`src/rtl/pipeline_pkg.sv`:
```
// Shared opcode/ALU constants, controller state type and decode helpers for pipeline_sequencer.
package pipeline_pkg;

    localparam int OPC_WIDTH = 2;
    localparam int ALU_WIDTH = 4;

    localparam logic [OPC_WIDTH-1:0] OPC_ADD = 2'b00;
    localparam logic [OPC_WIDTH-1:0] OPC_SHT = 2'b01;
    localparam logic [OPC_WIDTH-1:0] OPC_ILL = 2'b10;
    localparam logic [OPC_WIDTH-1:0] OPC_BR  = 2'b11;

    localparam logic [ALU_WIDTH-1:0] ALU_ADD = 4'b0010;
    localparam logic [ALU_WIDTH-1:0] ALU_SHL = 4'b1000;
    localparam logic [ALU_WIDTH-1:0] ALU_NOP = 4'b0000;

    localparam logic [1:0] FWD_RF = 2'b00;
    localparam logic [1:0] FWD_EX = 2'b01;
    localparam logic [1:0] FWD_WB = 2'b10;

    typedef enum logic {S_RUN, S_HALT} state_t;

    function automatic logic opc_writes(input logic [OPC_WIDTH-1:0] opc);
        return (opc == OPC_ADD) || (opc == OPC_SHT);
    endfunction

    function automatic logic opc_reads_rs1(input logic [OPC_WIDTH-1:0] opc);
        return (opc == OPC_ADD) || (opc == OPC_SHT);
    endfunction

    function automatic logic opc_reads_rs2(input logic [OPC_WIDTH-1:0] opc);
        return opc == OPC_ADD;
    endfunction

    function automatic logic [ALU_WIDTH-1:0] alu_code(input logic [OPC_WIDTH-1:0] opc);
        case (opc)
            OPC_ADD: return ALU_ADD;
            OPC_SHT: return ALU_SHL;
            OPC_BR:  return ALU_ADD;
            default: return ALU_NOP;
        endcase
    endfunction

    // EX wins over WB because it holds the younger value of the register.
    function automatic logic [1:0] fwd_select(input logic ex_hit, input logic wb_hit);
        return ex_hit ? FWD_EX : (wb_hit ? FWD_WB : FWD_RF);
    endfunction

endpackage

```
`src/rtl/pipe_hazard_detect.sv`:
```
// Combinational RAW matcher: compares each ID source operand with the live EX and WB destinations.
module pipe_hazard_detect #(
    parameter int REG_W = 3
) (
    input  logic [1:0][REG_W-1:0] i_rs,
    input  logic [1:0]            i_rs_used,
    input  logic                  i_valid_id,
    input  logic [REG_W-1:0]      i_rd_ex,
    input  logic                  i_valid_ex,
    input  logic                  i_wr_ex,
    input  logic [REG_W-1:0]      i_rd_wb,
    input  logic                  i_valid_wb,
    input  logic                  i_wr_wb,
    output logic [1:0]            o_ex_match,
    output logic [1:0]            o_wb_match
);

    logic w_ex_live;
    logic w_wb_live;

    assign w_ex_live = i_valid_ex && i_wr_ex;
    assign w_wb_live = i_valid_wb && i_wr_wb;

    // Register 0 is an ordinary register here, so it is matched like any other.
    genvar gi;
    generate
        for (gi = 0; gi < 2; gi++) begin : g_operand
            assign o_ex_match[gi] = i_valid_id && i_rs_used[gi] && w_ex_live && (i_rs[gi] == i_rd_ex);
            assign o_wb_match[gi] = i_valid_id && i_rs_used[gi] && w_wb_live && (i_rs[gi] == i_rd_wb);
        end
    endgenerate

endmodule

```
`src/rtl/pipeline_sequencer.sv`:
```
// Sequencing controller for the IF/ID/EX/WB pipeline: valid bits, enables, branch squash,
// RAW interlock and halt-on-illegal. Define FWD_EN to forward operands instead of stalling.
module pipeline_sequencer
    import pipeline_pkg::*;
#(
    parameter int OPC_W   = OPC_WIDTH,
    parameter int REG_W   = 3,
    parameter int ALUOP_W = ALU_WIDTH
) (
    input  logic               clk,
    input  logic               reset,
    input  logic               fetch_valid,
    input  logic [OPC_W-1:0]   opcode_ID,
    input  logic [REG_W-1:0]   rs1_ID,
    input  logic [REG_W-1:0]   rs2_ID,
    input  logic [REG_W-1:0]   rd_ID,
    input  logic               resume,
    output logic               pc_en,
    output logic               ifid_en,
    output logic               PC_Select,
    output logic               valid_EX,
    output logic               valid_WB,
    output logic [ALUOP_W-1:0] ALU_Operation,
    output logic               RegWrite_WB,
    output logic [REG_W-1:0]   Write_Reg_EX,
    output logic [REG_W-1:0]   Write_Reg_WB,
    output logic [1:0]         fwd_A,
    output logic [1:0]         fwd_B,
    output logic               halted
);

    state_t             r_state;
    state_t             w_state_next;
    logic               r_valid_id;
    logic               r_valid_ex;
    logic               r_valid_wb;
    logic [OPC_W-1:0]   r_opc_ex;
    logic [OPC_W-1:0]   r_opc_wb;
    logic [REG_W-1:0]   r_rd_ex;
    logic [REG_W-1:0]   r_rd_wb;
    logic [ALUOP_W-1:0] r_alu_ex;

    logic       w_branch;
    logic       w_illegal;
    logic       w_stall;
    logic       w_ex_load;
    logic       w_ex_live;
    logic       w_valid_id_next;
    logic       w_pc_en;
    logic       w_ifid_en;
    logic       w_pc_sel;
    logic [1:0] w_rs_used;
    logic [1:0] w_ex_match;
    logic [1:0] w_wb_match;
    logic [1:0] w_fwd_a;
    logic [1:0] w_fwd_b;

    assign w_branch  = r_valid_ex && (r_opc_ex == OPC_BR);
    assign w_illegal = r_valid_id && (opcode_ID == OPC_ILL);
    assign w_rs_used = {opc_reads_rs2(opcode_ID), opc_reads_rs1(opcode_ID)};

    pipe_hazard_detect #(
        .REG_W (REG_W)
    ) u_hazard (
        .i_rs       ({rs2_ID, rs1_ID}),
        .i_rs_used  (w_rs_used),
        .i_valid_id (r_valid_id),
        .i_rd_ex    (r_rd_ex),
        .i_valid_ex (r_valid_ex),
        .i_wr_ex    (opc_writes(r_opc_ex)),
        .i_rd_wb    (r_rd_wb),
        .i_valid_wb (r_valid_wb),
        .i_wr_wb    (opc_writes(r_opc_wb)),
        .o_ex_match (w_ex_match),
        .o_wb_match (w_wb_match)
    );

`ifdef FWD_EN
    assign w_stall = 1'b0;
    assign w_fwd_a = fwd_select(w_ex_match[0], w_wb_match[0]);
    assign w_fwd_b = fwd_select(w_ex_match[1], w_wb_match[1]);
`else
    // Without a bypass network the consumer waits until its producer has left WB.
    assign w_stall = |(w_ex_match | w_wb_match);
    assign w_fwd_a = FWD_RF;
    assign w_fwd_b = FWD_RF;
`endif

    always_comb begin
        w_state_next    = r_state;
        w_pc_en         = 1'b0;
        w_ifid_en       = 1'b0;
        w_pc_sel        = 1'b0;
        w_ex_load       = 1'b0;
        w_valid_id_next = r_valid_id;
        case (r_state)
            S_RUN: begin
                if (w_branch) begin
                    // The ID instruction and the word fetched this cycle are both squashed.
                    w_pc_sel        = 1'b1;
                    w_pc_en         = 1'b1;
                    w_ifid_en       = 1'b1;
                    w_valid_id_next = 1'b0;
                end else if (w_illegal) begin
                    w_state_next = S_HALT;
                end else if (!w_stall) begin
                    w_pc_en         = 1'b1;
                    w_ifid_en       = 1'b1;
                    w_ex_load       = 1'b1;
                    w_valid_id_next = fetch_valid;
                end
            end
            S_HALT: begin
                if (resume) begin
                    w_pc_en         = 1'b1;
                    w_ifid_en       = 1'b1;
                    w_valid_id_next = 1'b0;
                    w_state_next    = S_RUN;
                end
            end
            default: w_state_next = S_RUN;
        endcase
    end

    assign w_ex_live = w_ex_load && r_valid_id;

    always_ff @(posedge clk) begin
        if (reset) begin
            r_state    <= S_RUN;
            r_valid_id <= 1'b0;
            r_valid_ex <= 1'b0;
            r_valid_wb <= 1'b0;
            r_opc_ex   <= '0;
            r_opc_wb   <= '0;
            r_rd_ex    <= '0;
            r_rd_wb    <= '0;
            r_alu_ex   <= '0;
        end else begin
            r_state    <= w_state_next;
            r_valid_id <= w_valid_id_next;
            r_valid_ex <= w_ex_live;
            if (w_ex_live) begin
                r_opc_ex <= opcode_ID;
                r_rd_ex  <= rd_ID;
                r_alu_ex <= alu_code(opcode_ID);
            end else begin
                r_opc_ex <= '0;
                r_rd_ex  <= '0;
                r_alu_ex <= '0;
            end
            r_valid_wb <= r_valid_ex;
            r_opc_wb   <= r_opc_ex;
            r_rd_wb    <= r_rd_ex;
        end
    end

    // Combinational controls are forced low for the whole time reset is held.
    assign pc_en         = w_pc_en && !reset;
    assign ifid_en       = w_ifid_en && !reset;
    assign PC_Select     = w_pc_sel && !reset;
    assign fwd_A         = reset ? FWD_RF : w_fwd_a;
    assign fwd_B         = reset ? FWD_RF : w_fwd_b;
    assign halted        = (r_state == S_HALT) && !reset;
    assign valid_EX      = r_valid_ex;
    assign valid_WB      = r_valid_wb;
    assign ALU_Operation = r_alu_ex;
    assign Write_Reg_EX  = r_rd_ex;
    assign Write_Reg_WB  = r_rd_wb;
    assign RegWrite_WB   = r_valid_wb && opc_writes(r_opc_wb);

endmodule

```
`config.mk`:
```
export PLATFORM = sky130hd
export DESIGN_NAME = pipeline_sequencer
export DESIGN_NICKNAME = d
export VERILOG_FILES = /design/src/rtl/pipeline_pkg.sv /design/src/rtl/pipe_hazard_detect.sv /design/src/rtl/pipeline_sequencer.sv
export SDC_FILE = /design/constraint.sdc
export NUM_CORES = 1
export LEC_CHECK = 0
export BUFFER_PORTS_ARGS = -buffer_cell sky130_fd_sc_hd__buf_2
export CORE_UTILIZATION = 51
export CTS_BUF_LIST = sky130_fd_sc_hd__clkbuf_2
export DETAILED_ROUTE_END_ITERATION = 16
export HOLD_SLACK_MARGIN = 0.02
export PLACE_DENSITY_LB_ADDON = 0.3
export SLEW_MARGIN = 20
export SYNTH_ARGS = -nofsm -noshare
export SYNTH_HDL_FRONTEND = slang
export SYNTH_HIERARCHICAL = 1
export SYNTH_SLANG_ARGS = --single-unit
```
`constraint.sdc`:
```
create_clock -name clk -period 2.9 [get_ports clk]
set_input_delay 0.29 -clock clk [delete_from_list [all_inputs] [get_ports clk]]
set_output_delay 0.29 -clock clk [all_outputs]
set_load 0.05 [all_outputs]
```
Word level (Yosys, flattened, before mapping)
Index checks and enable logic that the tools add are counted.

Output and inout port bits: 21. Logic and storage cells: 73. Flip-flop bits (word level): 18.

Mux-type cells: 19. Bitwise operators: 3. Equal/unequal tests: 13. Reductions and logical operators: 29.

Operator list (count): $logic_and 1x1->1 (18); $mux 1 (15); $eq 3x3->1 (4); $pmux 4 s2 (1); $eq 2x1->1 const B (3); $eq 2x2->1 const B (3); $logic_not 2->1 (3); $ne 3x3->1 const B (2); $pmux 1 s2 (3); $reduce_or 2->1 (3); $logic_or 1x1->1 (3); $reduce_and 3->1 (1); $ne 2x2->1 const B (1); $not 1->1 (2); $or 2x2->2 (1); $logic_not 1->1 (1).

Depth between registers and ports, before layout
Depth after elaboration: 14. Depth in mapped cells: 9.

Modules after synthesis
The synthesis kept the hierarchy.

Modules (own cells, without submodules): pipeline_sequencer (area each 631.9 µm², sequential area each 300.3 µm², cells each 66, instances 1); pipe_hazard_detect (area each 180.2 µm², sequential area each 0.0 µm², cells each 20, instances 1).

Least setup slack after synthesis
No wires, ideal clock.

Path type: register to output. From: reg r_rd_wb[2] (netlist: Write_Reg_WB[2]). To: out pc_en. Required time: 2.610 ns. Stages on the path, launching flop included: 7. Path slack: -0.381 ns. Buffers on the path: 1. Arrival time: 2.991 ns. Cells stage by stage: dfxtp_1 -> xor2_1 -> nor4_2 -> nor4_2 -> nand2_1 -> a211oi_1 -> buf_4.

Word-level cells in the longest chain between the ends: 9. Elaborated cells between the ends (all ways): 11. Those cells by class: eq/ne: 2; mux: 4; bitwise: 1; reduce/logical: 4.

RTL lines: start, declared (RTL line pipeline_sequencer.sv:40) `logic [REG_W-1:0] r_rd_wb;`; start signal, assigned (RTL line pipeline_sequencer.sv:153) `r_rd_wb <= r_rd_ex;`; $eq 3x3->1 (RTL line pipe_hazard_detect.sv:29) `assign o_wb_match[gi] = i_valid_id && i_rs_used[gi] && w_wb_live && (i_rs[gi] == i_rd_wb);`; $logic_and 1x1->1 (RTL line pipe_hazard_detect.sv:29); named net w_wb_match[1] (RTL line pipeline_sequencer.sv:54) `logic [1:0] w_wb_match;`; $or 2x2->2 (RTL line pipeline_sequencer.sv:84) `assign w_stall = |(w_ex_match | w_wb_match);`; $reduce_or 2->1 (RTL line pipeline_sequencer.sv:84); $mux 1 (3 in series); $pmux 1 s2; $logic_and 1x1->1; end, declared (RTL line pipeline_sequencer.sv:18) `output logic pc_en,`.

The timed path passes the listed nets, and every way through them passes these cells.

Final worst setup path
From: in opcode_ID[0]. To: out ifid_en.

Word-level cells in the longest chain between the ends: 12. Elaborated cells between the ends (all ways): 22. Those cells by class: eq/ne: 2; mux: 4; bitwise: 1; reduce/logical: 15.

RTL lines: start, declared (RTL line pipeline_sequencer.sv:13) `input logic [OPC_W-1:0] opcode_ID,`; $logic_not 2->1 (RTL line pipeline_pkg.sv:31) `return opc == OPC_ADD;`; named net w_rs_used[1] (RTL line pipeline_sequencer.sv:52) `logic [1:0] w_rs_used;`; $logic_or 1x1->1 (RTL line pipeline_pkg.sv:27) `return (opc == OPC_ADD) || (opc == OPC_SHT);`; named net w_rs_used[0] (RTL line pipeline_sequencer.sv:52); $logic_and 1x1->1 (3 in series) (RTL line pipe_hazard_detect.sv:29); named net w_wb_match[0] (RTL line pipeline_sequencer.sv:54); $or 2x2->2 (RTL line pipeline_sequencer.sv:84); $reduce_or 2->1 (RTL line pipeline_sequencer.sv:84); $mux 1 (RTL line pipeline_sequencer.sv:106) `end else if (!w_stall) begin`; $mux 1 (RTL line pipeline_sequencer.sv:104) `end else if (w_illegal) begin`; $mux 1 (RTL line pipeline_sequencer.sv:98) `if (w_branch) begin`; $pmux 1 s2 (RTL line pipeline_sequencer.sv:96) `case (r_state)`; $logic_and 1x1->1 (RTL line pipeline_sequencer.sv:159) `assign ifid_en = w_ifid_en && !reset;`; end, declared (RTL line pipeline_sequencer.sv:19) `output logic ifid_en,`.

The timed path passes the listed nets, and every way through them passes these cells.

==> impl_metrics.env <==
export IMPL_drtAntennaViolNets=0
export IMPL_clock_sinks=15
export IMPL_holdWs_ns=0.205
export IMPL_p_comb_share_pct=21.8
export IMPL_worstPathRequired_ns=2.61
export IMPL_totalWireLength_um=1500
export IMPL_synth_seq_cells=15
export IMPL_met3_length_um=67
export IMPL_path_clk_slew_ns=0.14
export IMPL_startpoint_type="input port"
export IMPL_period_needed_ns=2.38
export IMPL_io_pins=36
export IMPL_critPathMaxFanout=3
export IMPL_dieWidth_um=41.9
export IMPL_ys_types=21
export IMPL_grt_pass1_wl_um=2420
export IMPL_critical_path_slowest_cell="nor4_2"
export IMPL_highest_layer="met3"
export IMPL_ys_flop_type="dfxtp_1"
export IMPL_wl_met1_um=617
export IMPL_path_delay_family="simple AND/OR/NAND/NOR gates"
export IMPL_wl_met2_um=815
export IMPL_post_cts_buffers=0
export IMPL_path_cells="buf_2, inv_1, ha_1, or2_2, nand4_1, nor4_2, nor4_2, nand2_1, a211oi_2, buf_2"
export IMPL_nNetsFinal=134
export IMPL_critPathKind="in2out"
export IMPL_setup_tns_ns=0
export IMPL_p_int_uw=274
export IMPL_synth_edff_count=0
export IMPL_htreeDepth=1
export IMPL_peakVddDrop_v=0.000263
export IMPL_dp_cells=127
export IMPL_power_frac_clock_pct=24.6
export IMPL_port_buffers=29
export IMPL_post_route_period_util_pct=82.0
export IMPL_min_path_type="in2reg"
export IMPL_endpoint_kind="primary output"
export IMPL_grt_start_max_net_pins=12
export IMPL_core_area_mm2=0.00149
export IMPL_syn_inst=86
export IMPL_ys_warn_count=6
export IMPL_post_cts_resized=0
export IMPL_hold_viol_final=0
export IMPL_place_congestion=0.829
export IMPL_p_sw_uw=137
export IMPL_ys_async_sr_fraction_pct=0
export IMPL_clockBufferDepth=2
export IMPL_cts_inserted_buffers=3
export IMPL_avgSynthCellArea_um2=9.44
export IMPL_powerDensity_mw_per_mm2=429
export IMPL_dr_pass1_iters=4
export IMPL_dp_hpwl_um=1220
export IMPL_grt_pass1_vias=604
export IMPL_yosysSeqAreaShare_pct=37.0
export IMPL_grt_ovfl_total=0
export IMPL_rows=14
export IMPL_die_h_um=41.9
export IMPL_drive_above_1_share_pct=34.8
export IMPL_path_buf_inv=3
export IMPL_insertion_delay_ns=0.27
export IMPL_skew_ns=0.00326
export IMPL_rsz0062_at_grt="no"
export IMPL_swShare_pct=33.3
export IMPL_via_count=684
export IMPL_leakage_uw=0.000491
export IMPL_cts_root_buf="clkbuf_2"
export IMPL_multiInputGateArea_um2=453
export IMPL_regArea_um2=300
export IMPL_cap_violations=0
export IMPL_max_stage_delay_ns=0.32
export IMPL_maxSlewViolCount=0
export IMPL_holdBufCountCts=0
export IMPL_final_cells=131
export IMPL_wl_per_cell_um=11.5
export IMPL_antenna_cells=0
export IMPL_fillers=128
export IMPL_area_growth_pct=17.9
export IMPL_cts_tree="done"
export IMPL_vias_per_cell=5.22
export IMPL_fp_dieArea_mm2=0.00176
export IMPL_status="completed"
export IMPL_finalSetupViolCount=0
export IMPL_start_util_pct=54.5
export IMPL_grt_usage_pct=18.3
export IMPL_max_freq_ghz=0.420
export IMPL_arrival_ns=2.09
export IMPL_antenna_found_initial=0
export IMPL_synth_area_um2=812
export IMPL_p_seq_share_pct=53.6
export IMPL_drc=0
export IMPL_first_iter_violations=10
==> final cells by class <==
| type | instances | area share [%] |
|---|---|---|
| inverter | 5 | 1.96 |
| tap | 16 | 2.09 |
| multi-input combinational | 62 | 47.3 |
| timing repair buffer | 29 | 15.2 |
| clock buffer | 4 | 2.09 |
| sequential | 15 | 31.4 |
==> per-layer routing <==
layer	up-vias	global-route usage [%]
li1	339	-
met1	322	20.5
met2	23	31.3
met3	0	4.35
met4	0	10.3
met5	-	0
==> cells in the mapped netlist, types with 3 or more instances <==
cell	instances	area, um2
nor2_1	3	11.3
and2_1	6	37.5
a31oi_1	3	18.8
nand2_1	3	11.3
buf_4	8	60.1
nor4_2	5	62.6
dfxtp_1	15	300
inv_1	5	18.8
nor2b_1	8	50.1
nand4_1	5	31.3
xor2_1	12	105
ha_1	3	37.5
==> worst reg2reg max path, cell delays in order (launching register included) <==
cell	delay [ns]
dfxtp_1	0.41
xor2_1	0.19
nor4_2	0.08
nor4_2	0.37
and4_1	0.37
and2_1	0.17
==> cells in the final DEF (no fill, tap or decap) <==
master / n
a211oi_2: 1
a31oi_1: 3
and2_1: 6
and2b_1: 1
and4_1: 2
buf_2: 29
clkbuf_2: 4
conb_1: 6
dfxtp_1: 15
ha_1: 3
inv_1: 5
nand2_1: 3
nand3_1: 1
nand4_1: 5
nor2_1: 3
nor2b_1: 8
nor4_2: 5
o2111ai_1: 1
or2_2: 1
or4_1: 1
xor2_1: 12
==> through the flow <==
step / total power (uW) / util [%] / setup slack (ns) / cell area [um2]
finish: 411 / 64.3 / 0.522 / 957
global route: 432 / 64.3 / 0.432 / 957
CTS: 415 / 64.3 / 0.527 / 957
detailed placement: 315 / 62.9 / 0.538 / 937
global placement: 313 / 62.9 / 0.598 / 937
floorplan: 299 / - / 0.153 / 836
==> power by group through the flow <==
stage / Combinational, uW / Clock [uW] / Sequential (uW)
finish: 89.8 / 101 / 220
global route: 95.5 / 115 / 221
CTS: 90.3 / 104 / 220
detailed placement: 90.1 / 0 / 225
global placement: 88.9 / 0 / 224
floorplan: 61.5 / 0 / 237
==> sequential cells by signal, summed over array words and instances (netlist names) <==
| register | count |
|---|---|
| ALU_Operation | 2 |
| Write_Reg_EX | 3 |
| Write_Reg_WB | 3 |
| r_opc_ex | 2 |
| r_opc_wb | 1 |
| r_state | 1 |
| r_valid_id | 1 |
| valid_EX | 1 |
| valid_WB | 1 |
==> path summary, 6_finish.rpt <==
kind | from | to | slack, ns | depth (start not counted)
hold reg to reg | Write_Reg_EX[2] | Write_Reg_WB[2] | 0.54 | 1
setup reg to reg | Write_Reg_WB[1] | ALU_Operation[3] | 1.27 | 5
setup / recovery | opcode_ID[0] | ifid_en | 0.52 | 10
hold / removal | rd_ID[1] | Write_Reg_EX[1] | 0.20 | 2
==> cells by family after synthesis <==
kind of cell | count (synthesis) | synth area share, %
adder cells (fa/ha/maj) | 3 | 4.62
AO/OA/AOI/OAI | 5 | 4.32
other | 1 | 0.462
flip-flops | 15 | 37.0
buffers and inverters | 14 | 10.2
XOR/XNOR | 12 | 12.9
AND/OR/NAND/NOR | 36 | 30.5
Power figures use the tool's default switching activity.
